## config.mk

```make
export PLATFORM = sky130hd
export DESIGN_NAME = full_add_sub
export DESIGN_NICKNAME = d
export VERILOG_FILES = /design/src/rtl/fas_pkg.sv /design/src/rtl/fas_bit.sv /design/src/rtl/full_add_sub.sv
export SDC_FILE = /design/constraint.sdc
export NUM_CORES = 1
export LEC_CHECK = 0
export BUFFER_PORTS_ARGS = -buffer_cell sky130_fd_sc_hd__buf_2
export CORE_AREA = 2 2 39 41
export DETAILED_ROUTE_END_ITERATION = 8
export DIE_AREA = 0 0 41 43
export GPL_TIMING_DRIVEN = 0
export PLACE_DENSITY_LB_ADDON = 0.2
export SYNTH_ARGS = -nofsm -noshare
export SYNTH_HDL_FRONTEND = slang
export SYNTH_HIERARCHICAL = 1
export SYNTH_SLANG_ARGS = --single-unit
export TNS_END_PERCENT = 10
```

## constraint.sdc

```tcl
create_clock -name clk -period 0.8 [get_ports clk]
set_input_delay 0.12 -clock clk [delete_from_list [all_inputs] [get_ports clk]]
set_output_delay 0.12 -clock clk [all_outputs]
set_load 0.05 [all_outputs]
```

## src/rtl/fas_pkg.sv

```systemverilog
// Shared constants and a behavioural reference for the ripple adder/subtractor.
// The reference is word-level arithmetic, independent of the bit-cell chain.
package fas_pkg;

    localparam logic OP_ADD = 1'b1;
    localparam logic OP_SUB = 1'b0;

    localparam int FAS_MAX_W = 64;

    typedef logic [FAS_MAX_W-1:0] fas_word_t;
    typedef logic [FAS_MAX_W:0]   fas_res_t;

    // Returns {cout, s} in the low width+1 bits; upper bits are zero.
    function automatic fas_res_t ref_add_sub(
        input fas_word_t a,
        input fas_word_t b,
        input logic      a_ns,
        input logic      cin,
        input int        width
    );
        fas_word_t mask;
        fas_word_t bb;
        fas_res_t  sum;
        if (width >= FAS_MAX_W)
            mask = '1;
        else
            mask = (fas_word_t'(1) << width) - fas_word_t'(1);
        bb  = (a_ns == OP_ADD) ? b : ~b;
        sum = {1'b0, a & mask}
            + {1'b0, bb & mask}
            + {{FAS_MAX_W{1'b0}}, cin};
        return sum;
    endfunction

endpackage

```

## src/rtl/fas_bit.sv

```systemverilog
// One bit of the adder/subtractor: conditionally inverted B
// feeding a sum XOR and a majority carry.
module fas_bit (
    input  logic a,
    input  logic b,
    input  logic a_ns,
    input  logic cin,
    output logic s,
    output logic cout
);

    logic bb;

    assign bb   = b ^ ~a_ns;
    assign s    = a ^ bb ^ cin;
    assign cout = (a & bb) | (a & cin) | (bb & cin);

endmodule

```

## src/rtl/full_add_sub.sv

```systemverilog
// Registered WIDTH-bit ripple adder/subtractor built from fas_bit cells.
// Sum, carry-out and signed overflow are captured together each cycle.
module full_add_sub
    import fas_pkg::*;
#(
    parameter int WIDTH = 1
) (
    input  logic             clk,
    input  logic             rst,
    input  logic [WIDTH-1:0] a,
    input  logic [WIDTH-1:0] b,
    input  logic             a_ns,
    input  logic             cin,
    output logic [WIDTH-1:0] s,
    output logic             cout,
    output logic             ovf
);

    logic [WIDTH:0]   c;
    logic [WIDTH-1:0] s_nxt;
    logic             ovf_nxt;

    assign c[0] = cin;

    for (genvar i = 0; i < WIDTH; i++) begin : g_bit
        fas_bit u_bit (
            .a    (a[i]),
            .b    (b[i]),
            .a_ns (a_ns),
            .cin  (c[i]),
            .s    (s_nxt[i]),
            .cout (c[i+1])
        );
    end

    // At WIDTH=1 the carry into the MSB is cin itself.
    assign ovf_nxt = c[WIDTH] ^ c[WIDTH-1];

    always_ff @(posedge clk or posedge rst) begin
        if (rst) begin
            s    <= '0;
            cout <= 1'b0;
            ovf  <= 1'b0;
        end else begin
            s    <= s_nxt;
            cout <= c[WIDTH];
            ovf  <= ovf_nxt;
        end
    end

endmodule

```

# --- Word level (Yosys, flattened, before mapping) ---
# Cells that the tools add are included.
totals:
  register_bits: 3
  input_bits: 6
  out_inout_bits: 3
  wordCells: 13
classes:
  n_bitwise: 10
ops:
  columns: ["cell", "n"]
  rows:
  - ["$xor A1 B1 Y1", 4]
  - ["$and A1 B1 Y1", 3]
  - ["$or A1 B1 Y1", 2]
  - ["$not A1 Y1", 1]

# --- Logic depth before layout (Yosys ltp) ---
logic_depth:
  ltp_word: 6
  ltp_mapped: 4
  mapped_depth_nobuf: 4

# --- Cells and area by module ---
# The synthesis kept the hierarchy.
by_module_without_submodules:
  columns: ["module", "instances", "cells_per_inst", "area_each_um2", "seq_area_each_um2"]
  rows:
  - ["full_add_sub", 1, 5, 87.6, 75.1]
  - ["fas_bit", 1, 6, 43.8, 0.0]

# --- Least setup slack after synthesis ---
# No wires, ideal clock.
synth_path:
  path_kind: "input to register"
  start: "input b"
  end: "register ovf"
  setup_time_ns: 0.079
  t_arrival_ns: 0.821
  required_ns: 0.721
  setup_slack_ns: -0.100
  cell_stages: 4
  path_buffers: 0
  path_cell_list: "xor2_1 -> fa_1 -> inv_1 -> xor2_1"
synth_via:
  elab_chain_cells: 5
  word_cells_on_any_way: 6
  classes_between: "bitwise (6)"
synth_rtl:
  columns: ["item", "line_no", "text"]
  rows:
  - ["start, declared", "full_add_sub.sv:11", "input logic [WIDTH-1:0] b,"]
  - ["$xor A1 B1 Y1 *", "fas_bit.sv:14", "assign bb = b ^ ~a_ns;"]
  - ["$and A1 B1 Y1", "fas_bit.sv:16", "assign cout = (a & bb) | (a & cin) | (bb & cin);"]
  - ["$or A1 B1 Y1", "fas_bit.sv:16", null]
  - ["$or A1 B1 Y1 *", "fas_bit.sv:16", null]
  - ["via c[1]", "full_add_sub.sv:19", "logic [WIDTH:0] c;"]
  - ["$xor A1 B1 Y1 *", "full_add_sub.sv:37", "assign ovf_nxt = c[WIDTH] ^ c[WIDTH-1];"]
  - ["via ovf_nxt", "full_add_sub.sv:21", "logic ovf_nxt;"]
  - ["end signal, assigned", "full_add_sub.sv:47", "ovf <= ovf_nxt;"]
  - ["end, declared", "full_add_sub.sv:16", "output logic ovf"]
# The timed path passes the listed nets; every way through them passes the cells marked *.

# --- Worst setup path in the final report ---
layout_path:
  start: "register s"
  end: "output s"
layout_lines:
  columns: ["item", "line_no", "text"]
  rows:
  - ["start, declared", "full_add_sub.sv:14", "output logic [WIDTH-1:0] s,"]
  - ["start signal, assigned", "full_add_sub.sv:45", "s <= s_nxt;"]
# No word-level cell between the ends.

==> impl.org <==
** Run status
- Status :: complete, but fails checks
- The final reports fail on setup timing.

** Route
- The final layout contains routed wiring with a total length of 246 µm.
- Total iterations of the first detailed-routing run :: 1
- The detail route stage leaves a number of antenna-violating nets equal to 0.
- After detailed routing, the average wire length per cell comes to 6.15 µm.
- DRT iter0 DRCs :: 0
- Number of remaining DRC errors :: 0
- Via-per-instance ratio :: 2.80
- Detailed-route via count :: between 100 and 150

** Layout
- Commonest cells after routing, fill and taps aside :: sky130_fd_sc_hd__inv_1 (5), sky130_fd_sc_hd__buf_2 (5), sky130_fd_sc_hd__clkbuf_4 (3), sky130_fd_sc_hd__dfrtp_1 (3), sky130_fd_sc_hd__buf_6 (3)
- Net total in the final layout :: 32
- Count of fill cells added during filler insertion :: 161
- Share of post-route cells with drive strength above 1 :: 0.458
- The number of antenna diodes in the final layout is 0.
- Synth-to-layout area growth :: 87.6%
- Post-route standard cell area excluding fillers :: 246 µm²
- Multi-input logic area :: between 30 and 40 µm²
- Across the whole layout, storage elements account for 75.1 µm².

** STA
- Setup repair after global routing could not meet its margin everywhere.
- Slew of the pin with the lowest slew margin :: 172 ps
- Setup violation total in the final timing report :: 4
- Measured against its own limit, the worst slew margin works out to 0.885.
- TNS Setup :: -222 ps
- The count of final max-slew check failures came to 0.
- Setup slack on the critical path of the routed design comes to -73.7 ps.
- The number of failing hold endpoints at the final stage was 0.
- Highest clock frequency the design can meet :: 1.14 GHz
- Subtracting the final worst setup slack from the clock period gives between 800 and 900 ps.
- Of the available clock period, the critical path in the final layout requires 1.09.

** Power
- In this run the static leakage power is 0.134 nW.
- VDD sags by at most 0.456 mV.
- The share of total power dissipated in combinational logic is 0.293.
- Of the total power, registers draw 0.296.
- Clock share of power :: 0.411
- For this design the ratio of total power to cell area is 2570 nW/µm².
- The internal power of the cells totals 0.431 mW.
- For this design the total switching power over the nets is 0.202 mW.
- Power, Total :: between 0.6 and 0.7 mW
- Of the total power, the share spent switching nets is 0.319.

** Yosys
- Mapped Avg Cell Area :: 11.9 µm²
- Share of the synthesized area in the top cell type :: 0.571
- Distinct cells, synth :: 4
- Largest cells by area after synthesis :: sky130_fd_sc_hd__dfrtp_1 (57%), sky130_fd_sc_hd__fa_1 (15%), sky130_fd_sc_hd__inv_1 (14%)
- Total of flip-flops plus latches after synthesis :: 3
- Library cell with the largest summed area after synthesis :: sky130_fd_sc_hd__dfrtp_1
- Synthesized netlist net count :: 18
- Of the synthesized area, sequential elements account for 0.571.
- After technology mapping, the gate count stands at 11.
- After synthesis the cells add up to 131 µm².
- For this run, the number of Yosys warnings is 6.

** Setup path
- Worst Setup Path Type :: flip-flop to primary output
- The slowest stage of the critical path is the sky130_fd_sc_hd__dfrtp_1 cell.
- Path length in cells of the critical path :: 1
- Largest fanout of any net on the critical path :: 1
- On the worst path, the slowest cell contributes a delay of 370 ps.
- Required time of the worst setup path :: 680 ps
- STA classifies the critical path startpoint as a flip-flop.
- For the worst setup path, the data arrival time is between 700 and 800 ps.
- Ordered cell list for the critical path :: buf_6
- Category of the worst setup path capture point :: primary output
- The kind of cell with the highest combined delay along the critical path is flip-flops.
- Total buffers and inverters traversed by the critical path :: 1

** Clocking
- Largest buffer count on any clock path :: 2
- Clock tree synthesis found a total of 3 sinks.
- Root buffer cell :: sky130_fd_sc_hd__clkbuf_4
- Total number of H-tree levels :: 1
- Number of buffers created by CTS :: 3
- CTS tree :: built
- Once the clock tree was built, the setup fixing pass inserted 0 buffers.
- After clock tree synthesis, the clock-pin slew on the worst setup and hold paths is ~40 ps.

** Global route
- The total overflow left after global routing is 0.
- The number of global-route vias before repair is 138.
- Maximum number of pins on one net before global-route repair :: 4
- Wire length of the first global-routing pass :: between 400 and 500 µm
- Total global routing track utilization :: 0.0482
- The number of antenna violations at the first check in global routing came to 0.

** Worst hold path
- Along the worst hold path, the cell count comes to 2.
- The min-delay analysis places its worst path in the category primary input to flip-flop.

** Place
- The placed instances occupy a cell area of 191 µm².
- IO buf count :: 8
- Final RePlAce weighted congestion :: 0.538

** Floorplanning
- Measured along the y axis, the die boundary spans 43 µm.
- Site Rows :: 14
- Die Outline Area :: 1760 µm²
- Ports placed on the boundary :: 9
- Initial Utilization :: 0.0949
- The floorplan step defined a core boundary enclosing 1380 µm².
- From left edge to right edge, the die measures 41 µm.

** Job
- Max-capacitance violation count :: 0
[stage by stage]
stage | hold WS, ps | cells | util | setup slack, ps
global placement | -18.8 | 35 | 0.138 | -237
finish | 87.7 | 40 | 0.178 | -73.7
global route | 88.9 | 40 | 0.178 | -108
CTS | 79.1 | 40 | 0.178 | -85.8
floorplan | -126 | 11 | - | -91.2
detailed placement | -11.4 | 35 | 0.138 | -261
[path summary, 6_finish.rpt]
check                      startpoint   end  slack, ps
max                                 s     s        -70
max in group asynchronous         rst  cout        380
min in group asynchronous         rst     s        290
min                               cin   ovf         90
[power groups by stage]
stage	registers (mW)	logic [mW]	clock network (mW)
finish	0.188	0.185	0.260
global placement	0.181	0.153	0
global route	0.189	0.205	0.299
floorplan	0.268	0.0274	0
CTS	0.188	0.187	0.278
detailed placement	0.184	0.155	0
[cells by family (layout without fill, tap and decap cells)]
group / count (synthesis) / count (layout) / share of synthesized area
xor+xnor: 2 / 2 / 0.133
flops: 3 / 3 / 0.571
buf+inv: 5 / 18 / 0.143
fa+ha+maj: 1 / 1 / 0.152
[flip-flops by register name, indices dropped and copies added, names as in the netlist]
register and cells:
cout 1, s 1, ovf 1
[routing by layer]
| layer | track usage | routed length [µm] | part of all wire |
|---|---|---|---|
| met2 | 0.0594 | 133 | 0.54 |
| met4 | 0.120 | 0 | 0 |
| met3 | 0.0157 | 24 | 0.098 |
| met5 | 0 | 0 | 0 |
| met1 | 0.0258 | 88 | 0.36 |
[layout make-up]
type | instances | share of cell area
multi-input cells | 3 | 0.152
inverters | 5 | 0.0761
clock buffers | 4 | 0.107
well taps | 16 | 0.0812
flip-flops and latches | 3 | 0.305
repair buffers | 9 | 0.279
[Yosys cell counts]
master / number
sky130_fd_sc_hd__fa_1: 1
sky130_fd_sc_hd__xor2_1: 2
sky130_fd_sc_hd__inv_1: 5
sky130_fd_sc_hd__dfrtp_1: 3
[what timing repair did]
item,in CTS,in global routing
hold buffers,1,0
setup endpoints to repair,4,4
hold endpoints to repair,3,0
resized for setup,6,0
Power figures use the tool's default switching activity.
